`src/rtl/disp_arbiter_4511_if.sv`:
```
// Bundle between the 4511 display arbiter and its requesters/decoder pins.
// The arbiter uses the slave modport; requesters and the bench use master.
interface disp_arbiter_4511_if;
    logic [15:0] req_N;
    logic [15:0] gnt_N;
    logic [3:0]  code;
    logic        le;
    logic        bi_n;
    logic        lt_n;
    logic        gs_n;

    modport master (output req_N, input gnt_N, code, le, bi_n, lt_n, gs_n);
    modport slave  (input req_N, output gnt_N, code, le, bi_n, lt_n, gs_n);
endinterface

```
`src/rtl/disp_arbiter_4511.sv`:
```
// Arbiter/sequencer for a shared 4511 BCD-to-7-segment decoder with lamp test
// and minimum hold time. Define ROUND_ROBIN_EN for rotating priority.
module disp_arbiter_4511 #(
    parameter int HOLD_CYCLES = 8,
    parameter int LT_CYCLES   = 4
) (
    input  logic                 clk,
    input  logic                 rst_n,
    disp_arbiter_4511_if.slave   dsp
);

    localparam int HW = $clog2(HOLD_CYCLES + 1);
    localparam int LW = (LT_CYCLES > 0) ? $clog2(LT_CYCLES + 1) : 1;
    localparam logic [HW-1:0] HOLD_LOAD = HW'(HOLD_CYCLES - 1);
    localparam logic [LW-1:0] LT_LAST   = LW'((LT_CYCLES > 0) ? LT_CYCLES - 1 : 0);

    typedef enum logic [1:0] {
        ST_LAMP  = 2'd0,
        ST_IDLE  = 2'd1,
        ST_GRANT = 2'd2,
        ST_HOLD  = 2'd3
    } state_t;

    state_t        state_r, state_s;
    logic [3:0]    code_r, code_s;
    logic          le_r, le_s;
    logic          bi_n_r, bi_n_s;
    logic          lt_n_r, lt_n_s;
    logic          gs_n_r, gs_n_s;
    logic [15:0]   gnt_n_r, gnt_n_s;
    logic [HW-1:0] hold_cnt_r, hold_cnt_s;
    logic [LW-1:0] lamp_cnt_r, lamp_cnt_s;
    logic [3:0]    last_grant_r, last_grant_s;
    logic [15:0]   req_act_s;
    logic [3:0]    start_s;
    logic [3:0]    win_s;

    // Descending search from 'start' with wrap-around; first active index wins.
    function automatic logic [3:0] pick_winner(input logic [15:0] act, input logic [3:0] start);
        logic       found;
        logic [3:0] idx;
        pick_winner = 4'd0;
        found       = 1'b0;
        for (int k = 0; k < 16; k++) begin
            idx = start - 4'(k);
            if (!found && act[idx]) begin
                pick_winner = idx;
                found       = 1'b1;
            end else begin
                found = found;
            end
        end
    endfunction

    assign req_act_s = ~dsp.req_N;
`ifdef ROUND_ROBIN_EN
    // The previous owner is searched last; 0 after reset degenerates to fixed priority.
    assign start_s = last_grant_r - 4'd1;
`else
    assign start_s = 4'd15;
`endif
    assign win_s = pick_winner(req_act_s, start_s);

    // Next-state and next-output logic.
    always_comb begin
        state_s      = state_r;
        code_s       = code_r;
        le_s         = le_r;
        bi_n_s       = bi_n_r;
        lt_n_s       = lt_n_r;
        gs_n_s       = gs_n_r;
        gnt_n_s      = gnt_n_r;
        hold_cnt_s   = hold_cnt_r;
        lamp_cnt_s   = lamp_cnt_r;
        last_grant_s = last_grant_r;
        case (state_r)
            ST_LAMP: begin
                if ((LT_CYCLES == 32'sd0) || (lamp_cnt_r == LT_LAST)) begin
                    lt_n_s  = 1'b1;
                    bi_n_s  = 1'b0;
                    state_s = ST_IDLE;
                end else begin
                    lamp_cnt_s = lamp_cnt_r + LW'(1);
                end
            end
            ST_IDLE: begin
                if (|req_act_s) begin
                    code_s       = win_s;
                    gnt_n_s      = ~(16'h0001 << win_s);
                    gs_n_s       = 1'b0;
                    bi_n_s       = 1'b1;
                    last_grant_s = win_s;
                    state_s      = ST_GRANT;
                end else begin
                    state_s = ST_IDLE;
                end
            end
            ST_GRANT: begin
                le_s       = 1'b1;
                hold_cnt_s = HOLD_LOAD;
                state_s    = ST_HOLD;
            end
            ST_HOLD: begin
                // A release is only honoured once the minimum display time has run out.
                if (hold_cnt_r != HW'(0)) begin
                    hold_cnt_s = hold_cnt_r - HW'(1);
                end else if (dsp.req_N[last_grant_r]) begin
                    gnt_n_s = 16'hFFFF;
                    gs_n_s  = 1'b1;
                    bi_n_s  = 1'b0;
                    le_s    = 1'b0;
                    state_s = ST_IDLE;
                end else begin
                    state_s = ST_HOLD;
                end
            end
            default: begin
                state_s = ST_LAMP;
            end
        endcase
    end

    // State and output registers.
    always_ff @(posedge clk or negedge rst_n) begin
        if (!rst_n) begin
            state_r      <= ST_LAMP;
            code_r       <= 4'd0;
            le_r         <= 1'b0;
            bi_n_r       <= 1'b1;
            lt_n_r       <= 1'b0;
            gs_n_r       <= 1'b1;
            gnt_n_r      <= 16'hFFFF;
            hold_cnt_r   <= HW'(0);
            lamp_cnt_r   <= LW'(0);
            last_grant_r <= 4'd0;
        end else begin
            state_r      <= state_s;
            code_r       <= code_s;
            le_r         <= le_s;
            bi_n_r       <= bi_n_s;
            lt_n_r       <= lt_n_s;
            gs_n_r       <= gs_n_s;
            gnt_n_r      <= gnt_n_s;
            hold_cnt_r   <= hold_cnt_s;
            lamp_cnt_r   <= lamp_cnt_s;
            last_grant_r <= last_grant_s;
        end
    end

    assign dsp.gnt_N = gnt_n_r;
    assign dsp.code  = code_r;
    assign dsp.le    = le_r;
    assign dsp.bi_n  = bi_n_r;
    assign dsp.lt_n  = lt_n_r;
    assign dsp.gs_n  = gs_n_r;

endmodule

```
`src/flat_wrapper.sv`:
```
// flat-port wrapper written by rule: the top's interface ports become plain ports
module disp_arbiter_4511_flat 
#(
    parameter int HOLD_CYCLES = 8,
    parameter int LT_CYCLES   = 4
)
  (clk, rst_n, dsp_req_N, dsp_gnt_N, dsp_code, dsp_le, dsp_bi_n, dsp_lt_n, dsp_gs_n);
  disp_arbiter_4511_if dsp_i ();
  input  logic clk;
  input  logic rst_n;
  input wire logic [$bits(dsp_i.req_N)-1:0] dsp_req_N;
  output wire logic [$bits(dsp_i.gnt_N)-1:0] dsp_gnt_N;
  output wire logic [$bits(dsp_i.code)-1:0] dsp_code;
  output wire logic [$bits(dsp_i.le)-1:0] dsp_le;
  output wire logic [$bits(dsp_i.bi_n)-1:0] dsp_bi_n;
  output wire logic [$bits(dsp_i.lt_n)-1:0] dsp_lt_n;
  output wire logic [$bits(dsp_i.gs_n)-1:0] dsp_gs_n;
  assign dsp_i.req_N = dsp_req_N;
  assign dsp_gnt_N = dsp_i.gnt_N;
  assign dsp_code = dsp_i.code;
  assign dsp_le = dsp_i.le;
  assign dsp_bi_n = dsp_i.bi_n;
  assign dsp_lt_n = dsp_i.lt_n;
  assign dsp_gs_n = dsp_i.gs_n;
  disp_arbiter_4511 #(.HOLD_CYCLES(HOLD_CYCLES), .LT_CYCLES(LT_CYCLES)) u_core (.clk(clk), .rst_n(rst_n), .dsp(dsp_i));
endmodule
```
`config.mk`:
```
export PLATFORM = sky130hd
export DESIGN_NAME = disp_arbiter_4511_flat
export DESIGN_NICKNAME = d
export VERILOG_FILES = /design/src/rtl/disp_arbiter_4511_if.sv /design/src/rtl/disp_arbiter_4511.sv /design/src/flat_wrapper.sv
export SDC_FILE = /design/constraint.sdc
export NUM_CORES = 1
export LEC_CHECK = 0
export CELL_PAD_IN_SITES_DETAIL_PLACEMENT = 1
export CELL_PAD_IN_SITES_GLOBAL_PLACEMENT = 1
export CORE_ASPECT_RATIO = 0.75
export CORE_MARGIN = 2
export CORE_UTILIZATION = 39
export DETAILED_ROUTE_END_ITERATION = 6
export PLACE_DENSITY = 0.83
export SLEW_MARGIN = 40
export SYNTH_ARGS = -nofsm -noshare
export SYNTH_HDL_FRONTEND = slang
export SYNTH_SLANG_ARGS = --single-unit
```
`constraint.sdc`:
```
create_clock -name clk -period 2.6 [get_ports clk]
set_input_delay 0.52 -clock clk [delete_from_list [all_inputs] [get_ports clk]]
set_output_delay 0.52 -clock clk [all_outputs]
set_load 0.05 [all_outputs]
```
# Word-level counts from Yosys, hierarchy flattened
# Index checks and enable logic that the tools add are counted.
dict set report totals {
  mem_bits_rw 0
  memories 0
  latchBits 0
  romBits 0
  elab_cells 123
  in_bits 18
  regBits 33
}
dict set report op_classes {
  n_bitwise 3
  mux 54
  multipliers 0
  n_eq_ne 9
  n_shift 1
  n_reduce_logical 44
  n_lt_le_gt_ge 1
  addsub 2
  n_div 0
}
# operator n
set op_table {}
lappend op_table {{4-bit two-way mux} 17}
lappend op_table {{16-bit two-way mux} 3}
lappend op_table {{16-bit inverter} 2}
lappend op_table {{16-bit one-hot mux with 2 select lines} 1}
lappend op_table {{1-bit two-way mux} 23}
lappend op_table {{16-bit OR reduction} 1}
lappend op_table {{1-bit by 4-bit << shifter with 16-bit output, first input constant} 1}
lappend op_table {{1-bit logical AND} 15}
lappend op_table {{1-bit zero test} 15}
lappend op_table {{2-bit AND reduction} 5}
lappend op_table {{2-bit two-way mux} 4}
lappend op_table {{2-bit by 1-bit != test with 1-bit output, second input constant} 4}
lappend op_table {{2-bit one-hot mux with 4 select lines} 1}
lappend op_table {{4-bit one-hot mux with 2 select lines} 1}
lappend op_table {{4-bit by 5-bit < comparator with 1-bit output, second input constant} 1}
lappend op_table {{5-bit AND reduction} 1}
lappend op_table {{1-bit binary-select mux with 4-bit select} 1}
lappend op_table {{2-bit equality test, second input constant} 2}
lappend op_table {{1-bit one-hot mux with 2 select lines} 2}
lappend op_table {{4-bit AND reduction} 1}
lappend op_table {{2-bit nonzero test} 2}
lappend op_table {{4-bit nonzero test} 1}
lappend op_table {{4-bit by 1-bit subtractor with 4-bit output, second input constant} 1}
lappend op_table {{3-bit by 1-bit adder with 3-bit output, second input constant} 1}
lappend op_table {{8 further kinds} 8}

# Logic depth before layout (Yosys ltp)
# Gate-level depths: netlist of the first run.
dict set report logic_depth {
  depth_word 51
  depth_mapped 8
  ltp_nobuf 7
}

# Worst setup path after synthesis of the first run
# Ideal clock, no wire load.
dict set report synth_path {
  kind {register -> register}
  start {reg u_core.dsp.code[0] (netlist name)}
  end {reg u_core.gnt_n_r[0], in the netlist u_core.dsp.gnt_N[0]}
  n_path_buf 2
  period_less_slack_ps 2017
  path_slack_ps 583
  path_stages_with_launch 8
  arrival_time_ps 1937
  cell_sequence {dfrtp_1 > buf_4 > mux2_1 > o2bb2ai_1 > a211o_1 > a31oi_4 > buf_6 > o22a_1}
}
# element line_no
set synth_lines {}
lappend synth_lines {{end signal: assignment} disp_arbiter_4511.sv:143} ;# gnt_n_r <= gnt_n_s;
lappend synth_lines {{end: declaration} disp_arbiter_4511.sv:30} ;# logic [15:0] gnt_n_r, gnt_n_s;

# Worst setup path in the final report of the first run
dict set report layout_path {
  start {reg u_core.code_r[2], in the netlist u_core.dsp.code[2]}
  end {out dsp_code[2]}
}
# element line_no
set layout_lines {}
lappend layout_lines {{start: declaration} disp_arbiter_4511.sv:25} ;# logic [3:0] code_r, code_s;
lappend layout_lines {{start signal: assignment} disp_arbiter_4511.sv:138} ;# code_r <= code_s;
lappend layout_lines {{end: declaration} flat_wrapper.sv:13} ;# output wire logic [$bits(dsp_i.code)-1:0] dsp_code;
# No word-level cell between the ends.

==> results of run 1 <==
cells in the mapped netlist, drive strengths merged:
library cell,instances,area share
and3,2,0.0067
xor2,2,0.0094
o22ai,1,0.0034
dfstp,18,0.25
and2b,1,0.0040
a21o,3,0.012
nor3b,1,0.0067
nand3b,2,0.0081
o2bb2ai,2,0.0094
a21oi,11,0.030
nand2b,3,0.010
and2,1,0.0034
nor2b,2,0.0067
o22a,12,0.056
o211ai,2,0.0081
o211a,1,0.0054
mux2i,5,0.027
nand3,6,0.016
a31oi,3,0.018
a311oi,1,0.0081
nand2,10,0.020
nor3,5,0.020
a211oi,1,0.0067
inv,9,0.018
o32a,4,0.024
o21ai,10,0.027
and4,3,0.014
o221ai,3,0.017
ha,3,0.020
nor2,11,0.022
a211o,5,0.024
dfrtp,15,0.20
a2bb2oi,1,0.0047
mux2,5,0.030
buf,5,0.021
o21a,2,0.0081
nand4,3,0.013
a221o,1,0.0054
state kept, by name, indices dropped and copies added, names as in the netlist:
| register | count |
|---|---|
| u_core.dsp.bi_n | 1 |
| u_core.hold_cnt_r | 4 |
| u_core.lamp_cnt_r | 3 |
| u_core.dsp.gs_n | 1 |
| u_core.dsp.code | 4 |
| u_core.dsp.le | 1 |
| u_core.dsp.gnt_N | 16 |
| u_core.state_r | 2 |
| u_core.dsp.lt_n | 1 |
where the power goes:
part	leakage [nW]	internal [mW]	switching (mW)
Clock	0.0585	0.312	0.194
Combinational	0.593	0.448	0.672
Sequential	0.361	0.679	0.143
Total	1.01	1.44	1.01
per-stage QoR:
| stage | std cells | power, mW | hold WS, ns | area, µm² |
|---|---|---|---|---|
| final | 281 | 2.45 | 0.460 | 2470 |
| after global routing | 281 | 2.62 | 0.493 | 2470 |
| after detailed placement | 273 | 1.95 | 0.449 | 2350 |
| after CTS | 281 | 2.47 | 0.465 | 2470 |
| after global placement | 273 | 1.92 | 0.443 | 2350 |
| after floorplan | 175 | 1.59 | 0.224 | 1860 |
metal layers:
layer,wire length (µm),up-vias,track usage
met2,2100,51,0.280
met3,247,9,0.0452
met4,68,0,0.0665
li1,-,766,-
met5,0,-,0
met1,2620,816,0.322
cells by family (layout without fill, tap and decap cells):
| family | Yosys count | after routing |
|---|---|---|
| fa+ha+maj | 3 | 3 |
| compound gates | 63 | 63 |
| flops | 33 | 33 |
| buf+inv | 14 | 63 |
| simple gates | 50 | 50 |
| mux | 10 | 10 |
| xor+xnor | 2 | 2 |
worst paths after layout:
kind	to	slack (ns)	depth (start not counted)
worst max-delay path	dsp_code[2]	0.34	1
worst min-delay path	u_core.dsp.lt_n$_DFFE_PN0P_	0.46	1
worst max register to register	u_core.dsp.gnt_N[8]$_DFFE_PN1P_	0.61	8
worst min register to register	u_core.dsp.lt_n$_DFFE_PN0P_	0.46	1
max in group asynchronous	u_core.dsp.bi_n$_DFFE_PN1P_	1.63	2
min in group asynchronous	u_core.dsp.lt_n$_DFFE_PN0P_	0.65	2
cell usage in the layout, fill, tap and decap left out, drive strengths merged, types with 6 or more instances in the layout:
master / n
o21ai: 10
nand3: 6
clkbuf: 7
nand2: 10
dfrtp: 15
a21oi: 11
dfstp: 18
inv: 9
o22a: 12
nor2: 11
clkdlybuf4s50: 41
final cells by class:
cell class,instances,area (µm²),area share
Multi-Input combinational cell,128,940,0.380
Sequential cell,33,848,0.343
Timing Repair Buffer,46,460,0.186
Clock buffer,7,86.3,0.0350
Tap cell,57,71.3,0.0289
Inverter,9,33.8,0.0137
Clock inverter,1,30.0,0.0122
==> results.txt, run 1 <==
* Result of the run: finished clean
* Worst rel slew slack: 0.648
- Final cell utilization of the core: 0.547
- Unrepaired setup endpoints after global routing: no
- Number of buffers between clock root and the deepest sink: 2
- Of all nets on the critical path, the largest fanout is 8.
- Chip width: about 84 µm
- In this run the remaining antenna-violating nets after routing total 0.
* Max frequency: 0.443 GHz
- Combinational family with the most area after synthesis: compound AO/OA/AOI/OAI gates
- The number of setup buffers added after CTS is 0.
- Via count normalized by instance count: roughly 5.8
- The worst path needs 2.26 ns of the cycle, external delays included.
* Synthesized Nets: 196
- The layout has 508 filler cells.
- The synthesized netlist contains 47 unique library cells.
- XOR/XNOR share of the synthesized area: 0.00941
- The clock reaches the later pin of the worst-skew pair after 0.29 ns.
* Count of TritonRoute iterations in the first routing pass: 4
* Starting DRC count in detailed routing: 94
* Combined global-route utilization of all metal layers: 0.206
- The number of hold-slack violations in the final timing report came to 0.
* Critical path's top delay family: buffers and inverters
- Register clock-pin slew on the reported worst setup and hold paths: about 0.070 ns
- Power density over the cells: a little under 1000 nW/µm²
* Critical Path AT: 1.74 ns
- Estimated wirelength of the detail-placed design: slightly below 4000 µm
- Number of register bits inferred by synthesis: 33
- Hold buffer count at cts: 0
- The Yosys step of the flow raised 0 warnings.
- Area fraction in compound gates after synthesis: 0.267
- Global-route wire length before repair: 8600 µm
- The share of the Yosys chip area taken by registers is 0.456.
- For this design the static power due to leakage is slightly above 1 nW.
- The number of global-route vias before repair is approximately 1600.
* Place WS: around 0.12 ns
- Buffers placed on the I/O ports in this run total 41.
- For the pin with the worst max-slew slack, the measured transition is 0.526 ns.
- Global placer's final weighted congestion: roughly 0.91
- Of the total synthesized cell area, the portion taken by AND, OR, NAND and NOR gates is 0.151.
- A synthesized cell averages 10.6 µm².
- Share of post-route cells with drive strength above 1: 0.188
- Max-cap violations in this run came to 0.
* Source of the worst register-to-register timing path: u_core.hold_cnt_r[0]$_DFFE_PN0P_
- The critical path is of the register to output pin type.
- Total core area: between 4000 and 5000 µm²
- Proportion of synthesized area in mux cells: 0.0572
- The worst setup path is launched from a register.
- Post-synthesis instance area: about 1900 µm²
- In this run the worst hold path is classified as register to register.
- After global routing the overflow that remains totals 0.
* TritonCTS clock tree: built
- Of the total synthesized cell area, the portion taken by full adders, half adders and majority gates is 0.0202.
- Max IR drop VDD: around 470 µV
- In this run the worst setup path begins at u_core.dsp.code[2]$_DFFE_PN0P_.
* Fin worst setup slack: 0.344 ns
- Pins Over Slew Limit: 0
* Data required time of the critical path: approximately 2.1 ns
* Clock sinks: 33
* Number of diodes: 0
- Io pins: 42
* Count of endpoints failing setup in the final report: 0
- For this configuration, the core starts out at a cell density of 0.412.
- Via count: about 1600
* Die area: 5340 µm²
- CTS built an H-tree with a depth of 2.
- Aggregate routed wire length: roughly 5000 µm
- Worst path cell trace: clkdlybuf4s50_1
- After detailed routing, the number of remaining DRC violations is 0.
- Library cell contributing the largest single delay on the critical path: clkdlybuf4s50_1
- Worst Setup End Kind: output pin
* Layout overhead on the synthesized area: 32.8%
- Maximum number of pins on one net before global-route repair: 34
* Portion of the clock cycle consumed by the worst path in the final layout: 0.868
- Max Clock Skew: 0.00607 ns
- Summed over all failing endpoints, the final setup total negative slack is 0 ns.
- Together, buffers and inverters on the worst path number 1.
* Die Ht: between 60 and 70 µm
- Drt wl/cell: ~18 µm
- The root buffer cell chosen for the clock tree is clkbuf_8.
- Startpoint of the worst hold path: u_core.dsp.lt_n$_DFFE_PN0P_
- Row generation in the floorplan step produced 21 rows.
- Antenna violations before repair: 0
- Gates resized during post-CTS repair numbered 0.
- Crit path largest cell delay: ~0.88 ns
- Counting every instance in the synthesized netlist gives about 180.
- For this run, the post-layout net count is 244.
- Counting the buffers created by CTS gives 5.
No activity file was read; power rests on OpenSTA's default activity.
==> run 2, diff against run 1 <==
- ABC_CLOCK_PERIOD_IN_PS: default -> 2600
==> results of run 2 <==
No change in the layout: final DEF, timing and power equal those of run 1.
==> run 3, diff against run 2 <==
- GPL_TIMING_DRIVEN: default -> 0
==> results.txt, run 3 (synthesis gave the netlist of run 1 again) <==
- Result of the run: finished clean
- Summing all non-filler instances in the final layout gives an area of around 2400 µm².
* Commonest cells after routing, fill and taps aside: 40 x clkdlybuf4s50_1, 18 x dfstp_2, 15 x dfrtp_1, 12 x o22a_1
- TritonCTS clock tree: built
* Antenna violations before repair: 0
- In this run the horizontal extent of the chip is ~84 µm.
* Worst rel slew slack: 0.612
* Aggregate routed wire length: just over 5000 µm
* Clock Root Buffer: clkbuf_8
- Worst path cell trace: clkdlybuf4s50_1 -> nand4_2 -> a311oi_2 -> a211oi_2 -> o21ai_1 -> o32a_1
* Initial standard-cell utilization of the core: 0.412
- Post-CTS setup buffer count: 0
- Worst Setup End Kind: register
- Leakage Power: roughly 1 nW
- For this design the top-level I/O count stands at 42.
- Via count normalized by instance count: 5.77
- Number of flip-flops in the largest register: 16
- DR DRC count: 0
* Critical Path AT: 2.53 ns
- The worst-case IR drop observed on VDD is 567 µV.
* Global-route wire length before repair: roughly 8600 µm
- For this design, the CTS-stage hold fixing added 0 buffers.
- For this run the aggregate overflow at the end of global routing stands at 0.
- The path class of the tightest hold or removal check is input pin to async pin.
- In this run, placement finished with an instance count of 274.
* Data required time of the critical path: 2.82 ns
- The multi-input combinational cells in the finished layout cover a total of 940 µm².
- Vias in the first global route: around 1700
- Power density over the cells: 955 nW/µm²
* Total number of nets in the final design: around 250
- For this run, the slowest stage of the critical path takes 0.54 ns.
- After layout, the worst setup slack is 0.282 ns.
* Max-cap violations: 0
- OpenSTA, run right after detailed placement, puts the worst setup slack at -0.00528 ns.
- The critical path starts at dsp_req_N[14].
- Type of the worst setup path: input pin to register
* Combined global-route utilization of all metal layers: 0.209
- In this run the remaining antenna-violating nets after routing total 0.
- At the later pin of the worst-skew pair, clock insertion delay measures 0.29 ns.
- Number of buffer cells added on primary ports: 41
- Max frequency: between 0.4 and 0.5 GHz
- Between clock sinks in the finished design, the worst skew comes to ~0.0094 ns.
* Drt wl/cell: about 18 µm
* Unrepaired setup endpoints after global routing: no
* Count of endpoints failing setup in the final report: 0
- Counting I/O delays and the setup requirement, the final critical path takes between 2 and 2.5 ns.
- PostCTS Resize Cnt: 0
- Number of buffers between clock root and the deepest sink: 2
- Final cell count without fillers: between 200 and 300
- Number of inserted filler cells in the final layout: 507
- At the end of routability-driven placement, the weighted congestion stood at 0.823.
- The H-tree was split into 2 levels.
- Entering global routing, the biggest net connects 21 pins.
* Post-placement cell area: around 2400 µm²
- After the first detailed-routing iteration, the DRC count stood at between 70 and 80.
* Total core area: ~4500 µm²
- Number of diodes: 0
* Buffers plus inverters on the worst setup path: 1
- The floorplan has 21 rows.
- The design draws between 2 and 2.5 mW.
* Critical path's top delay family: compound AO/OA/AOI/OAI gates
- Via count: roughly 1600
- Die Ht: ~64 µm
- The sequential cells in the finished layout cover a total of ~850 µm².
- Layout overhead on the synthesized area: 31.5%
* Portion of the clock cycle consumed by the worst path in the final layout: 0.892
- Final Hold Viols: 0
* Number of buffers inserted during clock tree synthesis: 5
* Source of the worst register-to-register timing path: u_core.hold_cnt_r[0]$_DFFE_PN0P_
- The total count of max-transition violations in the final report came to 0.
- Of all nets on the critical path, the largest fanout is 8.
- Among all stages on the critical path, the largest delay is contributed by clkdlybuf4s50_1.
- Count of TritonRoute iterations in the first routing pass: 4
- Startpoint types: input pin
- The library cell used most frequently in the layout, excluding fill and tap cells, is clkdlybuf4s50_1.
- At the end of the flow the core is filled with cells to 0.542.
- Clock sinks: 33
- Of the cells placed in the final design, the portion with a size suffix greater than 1 is 0.196.
* Estimated wirelength of the detail-placed design: between 3000 and 4000 µm
* Worst Max-Slew Pin Slew: between 0.5 and 0.6 ns
- Register clock-pin slew on the reported worst setup and hold paths: around 0.070 ns
- The die covers between 5000 and 6000 µm².
run 3: path summary, 6_finish.rpt:
| path | slack [ns] | depth (start not counted) | to |
|---|---|---|---|
| max | 0.28 | 6 | u_core.dsp.gnt_N[10]$_DFFE_PN1P_ |
| min | 0.13 | 1 | u_core.dsp.code[2]$_DFFE_PN0P_ |
| max reg2reg | 0.49 | 8 | u_core.dsp.gnt_N[10]$_DFFE_PN1P_ |
| min reg2reg | 0.47 | 1 | u_core.dsp.lt_n$_DFFE_PN0P_ |
| max in group asynchronous | 1.96 | 2 | u_core.dsp.gnt_N[6]$_DFFE_PN1P_ |
| min in group clk | 0.47 | 1 | u_core.dsp.lt_n$_DFFE_PN0P_ |
run 3: power by group:
part           leakage (nW)  switching (mW)  total (mW)  internal (mW)
combinational         0.600           0.714        1.16          0.446
sequential            0.361           0.105       0.785          0.679
clock                0.0450           0.205       0.391          0.186
total                  1.01            1.02        2.34           1.31
run 3: per-stage QoR:
step           setup TNS (ns)  hold slack (ns)
2_1_floorplan               0            0.224
3_3_place_gp                0            0.443
3_5_place_dp         -0.00528            0.462
4_1_cts                     0            0.143
5_1_grt                     0            0.146
6_report                    0            0.132
run 3: routing by layer:
layer | global-route usage | wire length, µm | vias to the layer above
met3 | 0.0401 | 265 | 9
met2 | 0.311 | 2190 | 49
met5 | 0 | 0 | -
met1 | 0.307 | 2630 | 807
met4 | 0.0726 | 77 | 0
li1 | - | - | 763
run 3: worst reg2reg max path, cell delays in order (launching register included):
cell      delay, ns
dfrtp_1        0.42
inv_1          0.07
ha_1           0.18
nor3b_2        0.27
o221ai_1       0.16
a211o_1        0.30
a31oi_4        0.31
buf_6          0.19
o32a_1         0.15
run 3: cell type report:
cell class / count / area share
plain buffers: 5 / 0.0158
clock buffers: 6 / 0.0297
clock inverters: 2 / 0.00409
inverters: 9 / 0.0138
multi-input cells: 128 / 0.384
flip-flops and latches: 33 / 0.347
well taps: 57 / 0.0291
repair buffers: 42 / 0.177
